===== src/rtl/brc_pkg.sv =====
// ============================================================================
// Module   : brc_pkg
// Brief    : Shared types and branch-decision helper for the iterative
//            branch comparator.
// Revision : 1.0  initial release
// ============================================================================
`default_nettype none

package brc_pkg;

    typedef enum logic [2:0] {
        BR_BEQ  = 3'b000,
        BR_BNE  = 3'b001,
        BR_BLT  = 3'b100,
        BR_BGE  = 3'b101,
        BR_BLTU = 3'b110,
        BR_BGEU = 3'b111
    } br_op_e;

    typedef enum logic [1:0] {
        ST_IDLE = 2'd0,
        ST_CMP  = 2'd1,
        ST_DONE = 2'd2
    } brc_state_e;

    // Codes 010/011 are not branches and never take.
    function automatic logic brc_taken(input logic [2:0] op, input logic lt, input logic eq);
        case (op)
            BR_BEQ:  return eq;
            BR_BNE:  return !eq;
            BR_BLT:  return lt;
            BR_BGE:  return !lt;
            BR_BLTU: return lt;
            BR_BGEU: return !lt;
            default: return 1'b0;
        endcase
    endfunction

endpackage

`default_nettype wire


===== src/rtl/brc_digit_cmp.sv =====
// ============================================================================
// Module   : brc_digit_cmp
// Brief    : Combinational unsigned compare of one DIGIT-bit slice.
// Revision : 1.0  initial release
// ============================================================================
`default_nettype none

module brc_digit_cmp #(
    parameter int DIGIT = 8
) (
    input  logic [DIGIT-1:0] a_i,
    input  logic [DIGIT-1:0] b_i,
    output logic             lt_o,
    output logic             eq_o
);

    assign lt_o = (a_i < b_i);
    assign eq_o = (a_i == b_i);

endmodule

`default_nettype wire


===== src/rtl/brc_iter.sv =====
// ============================================================================
// Module   : brc_iter
// Brief    : Iterative MSB-first branch comparator, DIGIT bits per cycle.
//            Define BRC_EARLY_EXIT_EN to stop at the first differing digit.
// Revision : 1.0  initial release
// ============================================================================
`default_nettype none

module brc_iter
    import brc_pkg::*;
#(
    parameter int WIDTH = 32,
    parameter int DIGIT = 8
) (
    input  logic             clk,
    input  logic             rst,
    input  logic             in_valid,
    output logic             in_ready,
    input  logic [WIDTH-1:0] rs1_data,
    input  logic [WIDTH-1:0] rs2_data,
    input  logic [2:0]       br_op,
    input  logic             flush,
    output logic             out_valid,
    input  logic             out_ready,
    output logic             br_less,
    output logic             br_equal,
    output logic             br_taken
);

    localparam int               N         = WIDTH / ((DIGIT < 1) ? 1 : DIGIT);
    localparam int               KW        = (N > 1) ? $clog2(N) : 1;
    localparam logic [KW-1:0]    K_LAST    = KW'(N - 1);
    localparam logic [WIDTH-1:0] SIGN_MASK = WIDTH'(1) << (WIDTH - 1);

    generate
        if ((DIGIT < 1) || ((WIDTH % ((DIGIT < 1) ? 1 : DIGIT)) != 0)) begin : g_param_check
            $error("brc_iter: DIGIT must be >= 1 and divide WIDTH");
        end
    endgenerate

    brc_state_e       state_q;
    logic [KW-1:0]    k_q;
    logic [WIDTH-1:0] a_q;
    logic [WIDTH-1:0] b_q;
    logic [2:0]       op_q;
    logic             out_valid_q;
    logic             less_q;
    logic             equal_q;
    logic             taken_q;

    logic             accept_d;
    logic [WIDTH-1:0] sign_sel_d;
    logic             dig_lt_d;
    logic             dig_eq_d;
    logic             last_d;
    logic             fin_lt_d;
    logic             fin_eq_d;

    assign in_ready   = (state_q == ST_IDLE) && !rst;
    assign accept_d   = in_valid && in_ready && !flush;
    // Flipping the sign bit maps two's-complement order onto unsigned order.
    assign sign_sel_d = br_op[1] ? '0 : SIGN_MASK;

    brc_digit_cmp #(.DIGIT(DIGIT)) u_digit_cmp (
        .a_i  (a_q[WIDTH-1 -: DIGIT]),
        .b_i  (b_q[WIDTH-1 -: DIGIT]),
        .lt_o (dig_lt_d),
        .eq_o (dig_eq_d)
    );

`ifdef BRC_EARLY_EXIT_EN
    assign last_d   = !dig_eq_d || (k_q == K_LAST);
    assign fin_lt_d = dig_lt_d;
    assign fin_eq_d = dig_eq_d;
`else
    logic decided_q;
    logic lt_seen_q;

    assign last_d   = (k_q == K_LAST);
    assign fin_lt_d = decided_q ? lt_seen_q : dig_lt_d;
    assign fin_eq_d = !decided_q && dig_eq_d;
`endif

    // Operands shift left each CMP cycle so the active digit is always the top slice.
    always_ff @(posedge clk) begin
        if (accept_d) begin
            a_q  <= rs1_data ^ sign_sel_d;
            b_q  <= rs2_data ^ sign_sel_d;
            op_q <= br_op;
        end else if (state_q == ST_CMP) begin
            a_q <= a_q << DIGIT;
            b_q <= b_q << DIGIT;
        end
    end

    always_ff @(posedge clk) begin
        if (rst) begin
            state_q     <= ST_IDLE;
            k_q         <= '0;
            out_valid_q <= 1'b0;
            less_q      <= 1'b0;
            equal_q     <= 1'b0;
            taken_q     <= 1'b0;
`ifndef BRC_EARLY_EXIT_EN
            decided_q   <= 1'b0;
            lt_seen_q   <= 1'b0;
`endif
        end else begin
            case (state_q)
                ST_IDLE: begin
                    if (accept_d) begin
                        state_q   <= ST_CMP;
                        k_q       <= '0;
`ifndef BRC_EARLY_EXIT_EN
                        decided_q <= 1'b0;
                        lt_seen_q <= 1'b0;
`endif
                    end
                end
                ST_CMP: begin
                    if (flush) begin
                        state_q <= ST_IDLE;
                    end else begin
                        k_q <= k_q + KW'(1);
`ifndef BRC_EARLY_EXIT_EN
                        if (!decided_q && !dig_eq_d) begin
                            decided_q <= 1'b1;
                            lt_seen_q <= dig_lt_d;
                        end
`endif
                        if (last_d) begin
                            state_q     <= ST_DONE;
                            out_valid_q <= 1'b1;
                            less_q      <= fin_lt_d;
                            equal_q     <= fin_eq_d;
                            taken_q     <= brc_taken(op_q, fin_lt_d, fin_eq_d);
                        end
                    end
                end
                ST_DONE: begin
                    if (flush || out_ready) begin
                        state_q     <= ST_IDLE;
                        out_valid_q <= 1'b0;
                    end
                end
                default: begin
                    state_q     <= ST_IDLE;
                    out_valid_q <= 1'b0;
                end
            endcase
        end
    end

    assign out_valid = out_valid_q;
    assign br_less   = less_q;
    assign br_equal  = equal_q;
    assign br_taken  = taken_q;

endmodule

`default_nettype wire

===== config.mk =====
export PLATFORM = sky130hd
export DESIGN_NAME = brc_iter
export DESIGN_NICKNAME = d
export VERILOG_FILES = /design/src/rtl/brc_pkg.sv /design/src/rtl/brc_digit_cmp.sv /design/src/rtl/brc_iter.sv
export SDC_FILE = /design/constraint.sdc
export NUM_CORES = 1
export LEC_CHECK = 0
export ABC_AREA = 1
export CORE_ASPECT_RATIO = 0.8
export CORE_UTILIZATION = 46
export DETAILED_ROUTE_END_ITERATION = 8
export GPL_ROUTABILITY_DRIVEN = 0
export GPL_TIMING_DRIVEN = 1
export HOLD_SLACK_MARGIN = 0.12
export PLACE_DENSITY = 0.78
export SLEW_MARGIN = 20
export SYNTH_ARGS = -nofsm -noshare
export SYNTH_HDL_FRONTEND = slang
export SYNTH_SLANG_ARGS = --single-unit

===== constraint.sdc =====
create_clock -name clk -period 1.9 [get_ports clk]
set_input_delay 0.19 -clock clk [delete_from_list [all_inputs] [get_ports clk]]
set_output_delay 0.19 -clock clk [all_outputs]
set_load 0.02 [all_outputs]

Word level (Yosys, flattened, before mapping)
Cells that the tools add are included.
- register bits: 77
- word-level logic and storage cells: 81
- $add $sub $neg: 1
- $lt $le $gt $ge: 1
- eq/ne operators: 15
- muxes and demuxes: 26
- bitwise operators: 4
- reductions and logical operators: 23
- operator list (operator ; count):
    32-bit two-way mux ; 5
    32-bit XOR ; 2
    3-bit == test, second input constant ; 4
    2-bit two-way mux ; 6
    1-bit two-way mux ; 9
    3-bit AND reduction ; 3
    8-bit == test ; 1
    8-bit less-than comparator ; 1
    2-bit != test, second input constant ; 4
    4-bit AND reduction ; 2
    1-bit logical NOT ; 6
    2-bit case mux with 3 select lines ; 1
    1-bit logical AND ; 5
    2-bit == test, second input constant ; 2
    1-bit case mux with 2 select lines ; 2
    1-bit case mux with 4 select lines ; 1
    2-bit case mux with 2 select lines ; 1
    2-bit nonzero test ; 2
    2-bit OR reduction ; 2
    3-bit by 1-bit == test with 1-bit output, second input constant ; 1
    3-bit logical NOT ; 1
    3-bit != test, second input constant ; 1
    1-bit case mux with 3 select lines ; 1
    2-bit by 1-bit adder with 2-bit output, second input constant ; 1
    5 further kinds ; 6

Longest topological paths before layout
- depth after elaboration: 6
- depth in mapped cells: 14
- mapped depth without buffers: 14

Hierarchy
Synthesis repeated with hierarchy kept, for this count alone.
- cells, all modules: 373
- area total of the unflattened synthesis: 3532.1 um^2
- by module, submodules not included (module ; instances ; cells an instance ; area each (um^2) ; sequential area each (um^2)):
    brc_iter ; 1 ; 336 ; 3310.7 ; 2212.1
    brc_digit_cmp ; 1 ; 37 ; 221.5 ; 0.0

Worst setup path after synthesis
Ideal clock, no wire load.
- path kind: flip-flop to flip-flop
- start point: reg state_q[1]
- end point: reg k_q[0]
- setup time: 0.116 ns
- arrival: 1.758 ns
- data required time: 1.784 ns
- path slack: 0.025 ns
- cell stages (with the launch flop): 9
- path buffers: 0
- path through: dfxtp_1 -> or2_4 -> nor2_4 -> nand3_4 -> nand2_4 -> nand2_4 -> inv_1 -> o21ai_0 -> o211a_1
- word-level cells in the longest chain between the ends: 6
- RTL lines (what ; RTL line ; source):
    start: declaration ; brc_iter.sv:41 ; brc_state_e state_q;
    start signal: assignment ; brc_iter.sv:98 ; state_q <= ST_IDLE;
    start signal: assignment ; brc_iter.sv:112 ; state_q <= ST_CMP;
    start signal: assignment ; brc_iter.sv:122 ; state_q <= ST_IDLE;
    2-bit logical NOT ; brc_iter.sv:59 ; assign in_ready = (state_q == ST_IDLE) && !rst;
    1-bit logical AND ; brc_iter.sv:59 ;
    via in_ready ; brc_iter.sv:18 ; output logic in_ready,
    1-bit logical AND (2 in series) ; brc_iter.sv:60 ; assign accept_d = in_valid && in_ready && !flush;
    2-bit != test (no line) ; -- ;
    3-bit AND reduction (no line) ; -- ;
    end signal: assignment ; brc_iter.sv:124 ; k_q <= k_q + KW'(1);
    end: declaration ; brc_iter.sv:42 ; logic [KW-1:0] k_q;
The timed path passes the listed nets, and every way through them passes these cells.
A chain may end at the register's enable or synchronous reset.

Final worst setup path
- start point: reg a_q[29]
- end point: reg taken_q (netlist: br_taken)
- word-level cells in the longest chain between the ends: 4
- RTL lines (what ; RTL line ; source):
    start: declaration ; brc_iter.sv:43 ; logic [WIDTH-1:0] a_q;
    start signal: assignment ; brc_iter.sv:87 ; a_q <= rs1_data ^ sign_sel_d;
    start signal: assignment ; brc_iter.sv:91 ; a_q <= a_q << DIGIT;
    8-bit less-than comparator or 8-bit == test (tied branches) ; brc_digit_cmp.sv:17, brc_digit_cmp.sv:18 ;
    1-bit two-way mux or 1-bit logical AND (tied branches) ; brc_iter.sv:80, brc_iter.sv:81 ;
    1-bit logical NOT, on equally long branches ; brc_pkg.sv:32, brc_pkg.sv:34, brc_pkg.sv:30 ;
    1-bit case mux with 4 select lines (*) ; brc_pkg.sv:28 ; case (op)
    end signal: assignment ; brc_iter.sv:136 ; taken_q <= brc_taken(op_q, fin_lt_d, fin_eq_d);
    end: declaration ; brc_iter.sv:49 ; logic taken_q;
Every way passes the cells marked *; elsewhere a longest branch is shown, timed or not.

==> impl_metrics.py <==
metrics = {
    "timing": {
        "relSlewSlack_pct": 80.0,
        "rsz0062_at_grt": "false",
        "period_needed_ps": 1680,
        "drv_slew": 0,
        "clock_skew_ps": 10.2,
        "setup_viol": 0,
        "finalSetupTns_ps": 0,
        "post-route-period-util_pct": 88.5,
        "hold_violations": 0,
        "tightest_slew_ps": 300,
        "fmax_mhz": 595,
    },
    "yosys": {
        "netlist_instances": 368,
        "synthDominantCellAreaShare_pct": 56.7,
        "synth_mux_area_share_pct": 0,
        "synth_nets": 449,
        "synth_xor_area_share_pct": 0.493,
        "ys_types": 25,
        "synthSimpleGateAreaFrac_pct": 23.9,
        "synth_top_area_cell": "edfxtp_1",
        "synth_area_um2": 3550,
        "ys_seq_area_share_pct": 62.3,
        "synth_top_family_by_area": "simple AND/OR/NAND/NOR gates",
        "synth_compound_area_share_pct": 3.03,
        "avgSynthCellArea_um2": 9.65,
        "async_flop_share_pct": 0,
        "synth_adder_area_share_pct": 3.17,
        "synth_area_leaders": "edfxtp_1 (57%), nand2_1 (17%), dfxtp_1 (5.6%)",
        "yosys_register_bits": 77,
        "ys_warn_count": 0,
        "synth_edf_count": 67,
        "synth_flop_cell": "edfxtp_1",
    },
    "cells_and_area": {
        "area_growth_pct": 31.8,
        "multi_input_area_um2": 1080,
        "seq_area_um2": 2210,
        "fillers": 625,
        "diodes": 0,
        "fin_nets": 531,
        "fin_cells": 560,
        "drive_gt1_share_pct": 6.59,
    },
    "global_route": {
        "grt_pass1_vias": 2567,
        "grt_usage_pct": 18.9,
        "grt_pass1_wl_um": 11300,
        "grt.overflow.total": 0,
        "antenna_found_initial": 0,
        "grt_max_degree": 37,
    },
    "worst_setup_path": {
        "worstPathMaxFanout": 2,
        "required_ps": 2180,
        "startpoint_type": "flop",
        "setup.worst_path.end_class": "flop",
        "crit_type": "flop to flop",
        "critPathArrivalTime_ps": 1960,
    },
    "detailed_routing": {
        "wl_per_cell_um": 12.3,
        "drcViolationCount": 0,
        "drtIter0Drc": 122,
        "totalWireLength_um": 6910,
        "routed_via_density": 4.58,
        "drtAntennaViolNets": 0,
        "firstDrtPassIters": 4,
        "vias": 2564,
    },
    "clocking": {
        "clk_pin_slew_ps": 80,
        "clockRootBuffer": "clkbuf_8",
        "tritoncts": "built",
        "cts_made_buffers": 9,
        "post-cts-setup-buffers": 0,
        "clk_latency_ps": 340,
        "clk_path_buf_depth": 2,
        "cts_num_sinks": 77,
        "htree_levels": 3,
    },
    "power_and_ir_drop": {
        "comb_power_share_pct": 11.0,
        "clkPwrFrac_pct": 37.6,
        "power_switching_uw": 778,
        "power.leakage_uw": 0.00204,
        "p_int_uw": 3020,
        "irDropWorstVdd_uv": 408,
        "switching_share_pct": 20.5,
        "seq_power_share_pct": 51.4,
        "power.density_nw_per_um2": 811,
    },
    "floorplanning": {
        "core_area_um2": 7430,
        "ios": 77,
        "dieWidth_um": 100,
        "row_count": 28,
        "dieHeight_um": 80.6,
        "fp.dieArea_um2": 8070,
        "initial_core_util_pct": 47.8,
    },
    "outcome": {
        "status": "finished clean",
    },
    "hold_path": {
        "hp-class": "input pin to flop",
    },
    "run": {
        "max_cap_violations": 0,
    },
    "placement": {
        "io_buffers": 76,
        "placed_cells": 544,
        "post-dp-hpwl_um": 4990,
    },
}
==> timing repair <==
item	4_1_cts	5_1_grt
gates resized for setup	0	1
hold buffers	0	0
endpoints found under the setup margin	0	1
==> state kept, by name, summed over array words and instances (netlist names) <==
| signal | cells |
|---|---|
| a_q | 32 |
| b_q | 32 |
| br_equal | 1 |
| br_less | 1 |
| br_taken | 1 |
| decided_q | 1 |
| k_q | 2 |
| lt_seen_q | 1 |
| op_q | 3 |
| out_valid | 1 |
| state_q | 2 |
==> Yosys cell counts (2+ instances only) <==
| cell type | count |
|---|---|
| a21oi_1 | 10 |
| buf_2 | 4 |
| buf_6 | 7 |
| clkbuf_1 | 2 |
| dfxtp_1 | 10 |
| edfxtp_1 | 67 |
| ha_1 | 9 |
| inv_1 | 38 |
| nand2_1 | 162 |
| nand2_4 | 2 |
| nand3_1 | 7 |
| nand4_1 | 2 |
| nor2_1 | 28 |
| nor2_2 | 2 |
| o21ai_0 | 7 |
| xor2_1 | 2 |
==> critical path, stage by stage (launching register included) <==
cell and delay [ps]:
edfxtp_1 420, ha_1 340, a21oi_1 180, nor2_1 60
nor2_1 130, nand3_1 120, nand2_1 100, nand2_1 60
nand3_1 70, nand2_1 60, a21oi_1 110
==> power groups by stage <==
stage	sequential [µW]	clock (µW)	combinational [µW]
6_report	1950	1430	417
3_3_place_gp	1990	0	403
3_5_place_dp	1990	0	417
2_1_floorplan	1980	0	197
4_1_cts	1950	1450	422
5_1_grt	1960	1530	464
==> final timing paths <==
path	startpoint	endpoint	slack [ps]	cells past startpoint
worst max-delay path	a_q[29]	br_taken	220	10
worst min-delay path	br_op[2]	op_q[2]	430	1
worst max register to register	a_q[29]	br_taken	220	10
worst min register to register	out_valid	out_valid	470	2
==> cell usage in the layout, fill, tap and decap left out, drive strengths merged <==
master | netlist | final
a21o | 1 | 1
bufinv | 0 | 3
clkbuf | 2 | 11
o211a | 1 | 1
buf | 11 | 8
clkinv | 0 | 2
clkdlybuf4s50 | 0 | 75
nand3 | 8 | 8
a21oi | 10 | 10
nand2 | 164 | 164
edfxtp | 67 | 67
dlymetal6s2s | 0 | 1
nand4 | 2 | 2
nor3b | 1 | 1
nor2 | 31 | 31
dfxtp | 10 | 10
xor2 | 2 | 2
ha | 9 | 9
or2 | 2 | 2
o21ai | 8 | 8
inv | 39 | 39
==> per-layer routing <==
metal	global-route usage [%]	vias up	wire [µm]
li1	-	1334	-
met1	19.9	1166	2770
met2	36.1	58	3750
met3	6.70	6	339
met4	4.49	0	46
met5	0	-	0
==> logic make-up after synthesis <==
kind of cell,after synthesis
buf+inv,52
flops,77
fa+ha+maj,9
compound gates,20
simple gates,208
xor+xnor,2
==> cell type report <==
| cell class | instances | share of cell area, % |
|---|---|---|
| Sequential cell | 77 | 47.3 |
| Timing Repair Buffer | 84 | 18.7 |
| Inverter | 39 | 3.13 |
| Clock buffer | 11 | 2.81 |
| Clock inverter | 5 | 2.11 |
| Multi-Input combinational cell | 239 | 23.2 |
| Tap cell | 105 | 2.81 |
==> per-stage QoR <==
| step | util [%] | instance area (µm²) | power, µW | setup WS, ps | hold slack [ps] |
|---|---|---|---|---|---|
| finish | 63.0 | 4680 | 3800 | 219 | 427 |
| detailed placement | 59.9 | 4450 | 2410 | 146 | 462 |
| global placement | 59.9 | 4450 | 2390 | 180 | 454 |
| global route | 63.0 | 4680 | 3950 | 36.9 | 405 |
| CTS | 63.0 | 4680 | 3830 | 23.5 | 412 |
| floorplan | - | 3550 | 2180 | 25.4 | 289 |
Note: power is estimated with default switching activity, not from simulation.
